==> config.mk <==
export PLATFORM = sky130hd
export DESIGN_NAME = mem_port_arbiter
export DESIGN_NICKNAME = d
export VERILOG_FILES = /design/src/rtl/mem_port_arbiter.sv
export SDC_FILE = /design/constraint.sdc
export NUM_CORES = 1
export LEC_CHECK = 0
export CAP_MARGIN = 20
export CORE_AREA = 3 3 104 106
export CTS_CLUSTER_SIZE = 25
export DETAILED_ROUTE_END_ITERATION = 12
export DIE_AREA = 0 0 107 109
export PLACE_DENSITY = 0.7
export SLEW_MARGIN = 20
export SYNTH_ARGS = -nofsm -noshare
export SYNTH_HDL_FRONTEND = slang
export SYNTH_SLANG_ARGS = --single-unit
==> constraint.sdc <==
create_clock -name clock -period 1.55 [get_ports clock]
set_clock_uncertainty 0.2 [all_clocks]
set_input_delay 0.155 -clock clock [delete_from_list [all_inputs] [get_ports clock]]
set_output_delay 0.155 -clock clock [all_outputs]
set_load 0.05 [all_outputs]
==> src/rtl/mem_port_arbiter.sv <==
// Two-requester arbiter sharing one memory port: instruction fetch and load/store.
// One transaction outstanding; response is a single-cycle pulse routed to the owner.
module mem_port_arbiter #(
    parameter int ADDR_W    = 32,
    parameter int DATA_W    = 32,
    parameter int MEM_LAT   = 1,
    parameter int DATA_PRIO = 1
) (
    input  logic              clock,
    input  logic              reset,

    input  logic              inst_req_valid,
    output logic              inst_req_ready,
    input  logic [ADDR_W-1:0] inst_req_addr,
    output logic              inst_resp_valid,
    output logic [DATA_W-1:0] inst_resp_data,

    input  logic              data_req_valid,
    output logic              data_req_ready,
    input  logic              data_req_write,
    input  logic [ADDR_W-1:0] data_req_addr,
    input  logic [DATA_W-1:0] data_req_wdata,
    input  logic [3:0]        data_req_mark,
    output logic              data_resp_valid,
    output logic [DATA_W-1:0] data_resp_data,

    output logic              mem_read_en,
    output logic              mem_write_en,
    output logic [3:0]        mem_mark,
    output logic [ADDR_W-1:0] mem_addr,
    output logic [DATA_W-1:0] mem_write_data,
    input  logic [DATA_W-1:0] mem_read_data
);

    localparam int LAT_W = (MEM_LAT < 1) ? 1 : $clog2(MEM_LAT + 1);
    localparam logic [LAT_W-1:0] LAT_INIT = LAT_W'(MEM_LAT - 1);

    typedef enum logic {
        IDLE = 1'b0,
        BUSY = 1'b1
    } state_t;

    state_t           state;
    state_t           state_next;
    logic             owner;
    logic             is_write;
    logic             last_grant;
    logic [LAT_W-1:0] lat_cnt;

    logic grant_data;
    logic accept;
    logic resp_fire;
    logic grant_write;

    // Tie-break: fixed data priority, or alternate away from the previous winner.
    always_comb begin
        grant_data = data_req_valid;
        if (data_req_valid && inst_req_valid) begin
            grant_data = (DATA_PRIO != 0) ? 1'b1 : !last_grant;
        end
    end

    assign accept      = (state == IDLE) && !reset && (inst_req_valid || data_req_valid);
    assign grant_write = grant_data && data_req_write;
    assign resp_fire   = (state == BUSY) && !reset && (lat_cnt == '0);

    always_ff @(posedge clock) begin
        if (reset) begin
            state      <= IDLE;
            owner      <= 1'b0;
            is_write   <= 1'b0;
            last_grant <= 1'b1;
            lat_cnt    <= '0;
        end else begin
            state <= state_next;
            if (accept) begin
                owner      <= grant_data;
                is_write   <= grant_write;
                last_grant <= grant_data;
                lat_cnt    <= LAT_INIT;
            end else if ((state == BUSY) && (lat_cnt != '0)) begin
                lat_cnt <= lat_cnt - LAT_W'(1);
            end
        end
    end

    always_comb begin
        state_next      = state;
        inst_req_ready  = 1'b0;
        data_req_ready  = 1'b0;
        inst_resp_valid = 1'b0;
        inst_resp_data  = '0;
        data_resp_valid = 1'b0;
        data_resp_data  = '0;
        mem_read_en     = 1'b0;
        mem_write_en    = 1'b0;
        mem_mark        = '0;
        mem_addr        = '0;
        mem_write_data  = '0;

        case (state)
            IDLE: begin
                if (accept) begin
                    state_next     = BUSY;
                    inst_req_ready = !grant_data;
                    data_req_ready = grant_data;
                    mem_read_en    = !grant_write;
                    mem_write_en   = grant_write;
                    mem_mark       = grant_write ? data_req_mark : 4'hF;
                    mem_addr       = grant_data ? data_req_addr : inst_req_addr;
                    mem_write_data = grant_write ? data_req_wdata : '0;
                end
            end
            BUSY: begin
                if (lat_cnt == '0) begin
                    state_next = IDLE;
                end
                if (resp_fire) begin
                    if (owner) begin
                        data_resp_valid = 1'b1;
                        data_resp_data  = is_write ? '0 : mem_read_data;
                    end else begin
                        inst_resp_valid = 1'b1;
                        inst_resp_data  = mem_read_data;
                    end
                end
            end
            default: state_next = IDLE;
        endcase
    end

endmodule
==> results of run 1 <==
-- stage by stage --
stage | instance area, sq um | instances | hold WS (ns) | util
global placement | 5970 | 619 | 0.299 | 0.605
global route | 6440 | 636 | 0.260 | 0.653
detailed placement | 5970 | 619 | 0.342 | 0.605
finish | 6440 | 636 | 0.238 | 0.653
floorplan | 1610 | 213 | 0.0167 | -
CTS | 6350 | 634 | 0.220 | 0.644
-- repair_timing --
item,CTS,global route
endpoints found under the setup margin,139,139
gates cloned,5,3
pin swaps,21,11
resized for setup,68,15
buffers inserted,7,0
-- worst min-delay path, delay by kind of cell --
| kind | cells | cell delay (ns) |
|---|---|---|
| AO/OA/AOI/OAI | 1 | 0.03 |
| buffers and inverters | 2 | 0.43 |
-- kinds of logic (layout without fill, tap and decap cells) --
logic type | count (synthesis) | in the layout | share of synthesized area
buffers and inverters | 23 | 313 | 0.0753
AO/OA/AOI/OAI | 40 | 40 | 0.221
AND/OR/NAND/NOR | 146 | 146 | 0.643
flip-flops | 4 | 4 | 0.0603
-- state kept, by name, indices dropped and copies added (netlist names) --
signal,count
state,1
is_write,1
lat_cnt,1
owner,1
-- final cells by class --
cell class	instances	share of cell area
timing repair buffer	308	0.714
multi-input combinational	186	0.239
tap	133	0.0258
sequential	4	0.0134
clock buffer	3	0.00641
inverter	2	0.00117
-- worst max path at each step --
stage / from / end / cells after the start / slack, ns
floorplan: state / mem_addr[10] / 4 / -0.35
global placement: data_req_valid / mem_read_en / 7 / -0.43
detailed placement: reset / data_resp_data[28] / 6 / -0.50
CTS: state / data_resp_data[2] / 7 / -0.37
global route: state / data_resp_data[15] / 6 / -0.41
finish: state / inst_resp_data[19] / 7 / -0.33
-- synthesized netlist by cell type (all sizes together) --
| cell type | count | area share |
|---|---|---|
| a21oi | 2 | 0.0075 |
| a22oi | 32 | 0.18 |
| a31o | 1 | 0.0066 |
| and2 | 98 | 0.46 |
| and3 | 1 | 0.0047 |
| buf | 5 | 0.020 |
| clkbuf | 16 | 0.050 |
| dfxtp | 4 | 0.060 |
| inv | 2 | 0.0057 |
| nand2 | 2 | 0.0057 |
| nand2b | 2 | 0.015 |
| nor2 | 36 | 0.11 |
| nor2b | 1 | 0.0047 |
| nor3 | 2 | 0.011 |
| nor3b | 1 | 0.0057 |
| nor4b | 1 | 0.018 |
| o21a | 4 | 0.023 |
| o21ai | 1 | 0.0038 |
| or2 | 2 | 0.0094 |
-- where the power goes --
part           internal [uW]  total (uW)  switching (uW)
Combinational            980        1790             806
Sequential               110         118            7.88
Clock                    166         219            53.6
Total                   1260        2120             867
-- layer usage --
metal | part of all wire | GRT usage
met1 | 0.31 | 0.174
met2 | 0.59 | 0.390
met3 | 0.085 | 0.0497
met4 | 0.010 | 0.0320
met5 | 0 | 0
==> impl_metrics.env, run 1 <==
export IMPL_outcome="finished with violations"
export IMPL_violations="setup timing"
export IMPL_finalWirelength_um=11700
export IMPL_reg2reg_to="is_write"
export IMPL_cellLeakagePower_uw=0.00261
export IMPL_power_density_mw_per_mm2=330
export IMPL_worstMarginPinSlew_ns=0.280
export IMPL_synth_distinct_cells=26
export IMPL_n_antenna_cell=0
export IMPL_cts_tree="done"
export IMPL_cp_cell_sequence="nand2b_4 > buf_4 > nor3_4 > buf_6 > clkbuf_16 > and2_4 > buf_12"
export IMPL_holdPathEnd="owner"
export IMPL_hp_class="in2reg"
export IMPL_htreeDepth=1
export IMPL_grt_pass1_vias=2942
export IMPL_grt_antenna_before_repair=0
export IMPL_wire_per_inst_um=18.4
export IMPL_vias=2710
export IMPL_fin_crit_sh=1.21
export IMPL_worstHoldStart="reset"
export IMPL_ant_nets=0
export IMPL_area_growth_pct=385
export IMPL_setup_viol=137
export IMPL_grt_max_degree=26
export IMPL_r2r_slack_ns=0.05
export IMPL_vias_per_cell=4.26
export IMPL_clockBufferDepth=2
export IMPL_arrival_ns=1.52
export IMPL_track_usage=0.183
export IMPL_clock_sinks=4
export IMPL_cts_root_buf="clkbuf_8"
export IMPL_cts_inserted_buffers=3
export IMPL_end_kind="output port"
export IMPL_slowest_stage="dfxtp_4"
export IMPL_fin_setup_tns_ns=-37.61
export IMPL_crit_path_max_fanout=8
export IMPL_core_sq_mm=0.00986
export IMPL_post_route_worst_setup_slack_ns=-0.328
export IMPL_reg2reg_depth=5
export IMPL_worstSetupStartpointType="register"
export IMPL_post_dp_hpwl_um=9390
export IMPL_crit_family="buffers and inverters"
export IMPL_cap_violations=0
export IMPL_whs_path_depth=3
export IMPL_boundaryPins=275
export IMPL_yosysWarnings=0
export IMPL_hold_violations=0
export IMPL_drv_slew=0
export IMPL_max_freq_mhz=532
export IMPL_place_congestion=0.737
export IMPL_slowest_delay_ns=0.36
export IMPL_most_common_layout_cells="142 x buf_12, 133 x clkdlybuf4s50_1, 94 x and2_4"
export IMPL_critPathKind="reg2out"
export IMPL_drcViolationCount=0
export IMPL_std_cell_rows=36
export IMPL_seq_area_sq_um=86.3
export IMPL_drt_iter0_drc=56
export IMPL_num_nets_final=642
export IMPL_relSlewSlack=0.814
export IMPL_total_power_uw=2120
export IMPL_ys_seq_elements=4
export IMPL_fillCellCount=718
export IMPL_fin_crit_ns=1.88
export IMPL_synth_nets=350
export IMPL_port_buffers=274
export IMPL_grt_ovfl_total=0
export IMPL_die_w_um=107
export IMPL_die_area_sq_mm=0.0117
export IMPL_die_height_um=109
export IMPL_syn_inst=213
export IMPL_synth_area_sq_mm=0.00133
export IMPL_ir_worst_vdd_v=0.000169
export IMPL_insertion_delay_ns=0.22
export IMPL_grt_pass1_wl_um=16400
export IMPL_post_place_ws_ns=-0.502
export IMPL_critPathRequiredTime_ns=1.19
export IMPL_start_util=0.135
export IMPL_cts_hold_buf=0
export IMPL_critPathBufInv=4
export IMPL_multi_input_area_sq_mm=0.00154
export IMPL_first_pass_iters=4
export IMPL_synth_yosys_seq_area_share=0.0603
export IMPL_clkTransAtPathRegs_ns=0.03
export IMPL_r2r_start="state"
export IMPL_drive_above_1_share=0.642
export IMPL_final_common_cell="buf_12"
export IMPL_avgSynthCellArea_sq_um=6.24
export IMPL_rsz0062_at_grt="true"
(Power assumes the default switching activity.)
==> run 2: changes to the inputs <==
CTS_CLUSTER_SIZE = unset   (was 25)
==> results of run 2 <==
Final layout, timing and power as in run 1 (identical DEF).
==> run 3: changes to the inputs <==
PLACE_DENSITY = unset   (was 0.7)
PLACE_DENSITY_LB_ADDON = 0.3   (was unset)
==> run 3 against run 2 <==
Compared with the run above: the flow still finishes with violations (setup timing); maximum frequency fell by 0.43%; count of clock-buffer cells in the layout did not move; flip-flop and latch count did not move; core utilization rose by 2.7 points; die area did not move; global-route usage fell by 0.15 points; first-iteration DRC count fell by 13%; largest cell class unchanged; highest routed layer unchanged.
==> impl_metrics.env, run 3 (same netlist as run 1, synthesis figures left out) <==
export IMPL_outcome="finished with violations"
export IMPL_violations="setup timing"
export IMPL_r2r_slack_ns=0.10
export IMPL_die_w_um=107
export IMPL_post_place_ws_ns=-0.463
export IMPL_grt_pass1_vias=3024
export IMPL_cap_violations=0
export IMPL_die_height_um=109
export IMPL_reg2reg_depth=5
export IMPL_cts_inserted_buffers=3
export IMPL_ant_nets=0
export IMPL_finalWirelength_um=11500
export IMPL_cp_cell_sequence="or2_4 > buf_12 > buf_12 > buf_16 > nor2_4 > buf_12"
export IMPL_std_cell_rows=36
export IMPL_grt_pass1_wl_um=16500
export IMPL_cellLeakagePower_uw=0.00268
export IMPL_worstSetupStartpointType="register"
export IMPL_num_nets_final=648
export IMPL_fin_crit_ns=1.89
export IMPL_final_common_cell="buf_12"
export IMPL_cts_tree="done"
export IMPL_fillCellCount=686
export IMPL_ir_worst_vdd_v=0.000176
export IMPL_port_buffers=274
export IMPL_track_usage=0.182
export IMPL_n_antenna_cell=0
export IMPL_most_common_layout_cells="148 x buf_12, 133 x clkdlybuf4s50_1, 93 x and2_4"
export IMPL_place_congestion=0.767
export IMPL_r2r_start="state"
export IMPL_worstSetupStartpoint="state"
export IMPL_setup_viol=137
export IMPL_crit_path_max_fanout=8
export IMPL_start_util=0.135
export IMPL_vias_per_cell=4.31
export IMPL_area_growth_pct=405
export IMPL_end_kind="output port"
export IMPL_crit_end="mem_addr[11]"
export IMPL_clockBufferDepth=2
export IMPL_core_sq_mm=0.00986
export IMPL_wire_per_inst_um=17.8
export IMPL_slowest_delay_ns=0.35
export IMPL_max_freq_mhz=530
export IMPL_clkTransAtPathRegs_ns=0.03
export IMPL_htreeDepth=1
export IMPL_hold_violations=0
export IMPL_stdcell_count=642
export IMPL_vias=2765
export IMPL_drcViolationCount=0
export IMPL_post_dp_hpwl_um=8600
export IMPL_die_area_sq_mm=0.0117
export IMPL_worstMarginPinSlew_ns=0.341
export IMPL_cts_hold_buf=0
export IMPL_grt_ovfl_total=0
export IMPL_first_pass_iters=4
export IMPL_clock_sinks=4
export IMPL_grt_max_degree=35
export IMPL_arrival_ns=1.53
export IMPL_drv_slew=0
export IMPL_post_route_worst_setup_slack_ns=-0.336
export IMPL_slowest_stage="dfxtp_4"
export IMPL_relSlewSlack=0.773
export IMPL_critPathRequiredTime_ns=1.19
export IMPL_power_density_mw_per_mm2=334
export IMPL_cts_root_buf="clkbuf_8"
export IMPL_worst_path_most_repeated_cell="buf_12"
export IMPL_drt_iter0_drc=49
export IMPL_critPathKind="reg2out"
export IMPL_drive_above_1_share=0.648
export IMPL_boundaryPins=275
export IMPL_rsz0062_at_grt="true"
export IMPL_hp_class="in2reg"
export IMPL_reg2reg_to="is_write"
export IMPL_fin_crit_sh=1.22
export IMPL_insertion_delay_ns=0.22
export IMPL_grt_antenna_before_repair=0
export IMPL_dp_cells=617
[run 3: metrics by stage]
stage | cell area (sq um) | setup TNS (ns) | power [uW] | util | hold slack, ns
after CTS | 6740 | -38.53 | 2250 | 0.683 | 0.214
after floorplan | 1610 | -12.77 | 794 | - | 0.0167
after detailed placement | 5960 | -52.93 | 1770 | 0.604 | 0.338
after global routing | 6710 | -45.05 | 2320 | 0.680 | 0.245
final | 6710 | -36.79 | 2240 | 0.680 | 0.228
after global placement | 5960 | -49.83 | 1740 | 0.604 | 0.296
[run 3: power breakdown]
| part | internal [uW] | switching, uW | leakage (uW) |
|---|---|---|---|
| Combinational | 1040 | 866 | 0.00262 |
| Clock | 165 | 50.9 | 0.0000216 |
| Sequential | 110 | 7.38 | 0.0000343 |
| Total | 1310 | 924 | 0.00268 |
[run 3: cell type report]
type                    instances  area (sq um)  share of cell area
inverters                       2          7.51             0.00112
flip-flops and latches          4          86.3              0.0129
clock buffers                   3          41.3             0.00615
repair buffers                314          4690               0.700
multi-input cells             186          1710               0.255
well taps                     133           166              0.0248
[run 3: worst max-delay path: cells and delay by family, from the launching register on]
kind / cells / cell delay [ns]
buffers and inverters: 4 / 0.56
flip-flops: 1 / 0.35
AND/OR/NAND/NOR: 2 / 0.39
[run 3: per-layer routing]
| layer | share of wire | up-vias | GRT usage | wire length, um |
|---|---|---|---|---|
| met4 | 0.0065 | 0 | 0.0420 | 75 |
| met1 | 0.32 | 1285 | 0.170 | 3680 |
| met5 | 0 | - | 0 | 0 |
| met2 | 0.58 | 172 | 0.387 | 6620 |
| li1 | - | 1300 | - | - |
| met3 | 0.094 | 8 | 0.0462 | 1070 |
[run 3: repair_timing]
item,CTS,global route
pin swaps,69,6
setup endpoints to repair,139,137
setup buffers,14,5
cloned,10,2
gates resized for setup,100,33
[run 3: worst min path at each step]
stage              from  depth (start not counted)        to
3_5_place_dp   is_write                          1  is_write
3_3_place_gp      owner                          2     owner
6_report          reset                          3     state
2_1_floorplan     reset                          1     state
4_1_cts           reset                          3     state
5_1_grt           reset                          3     state
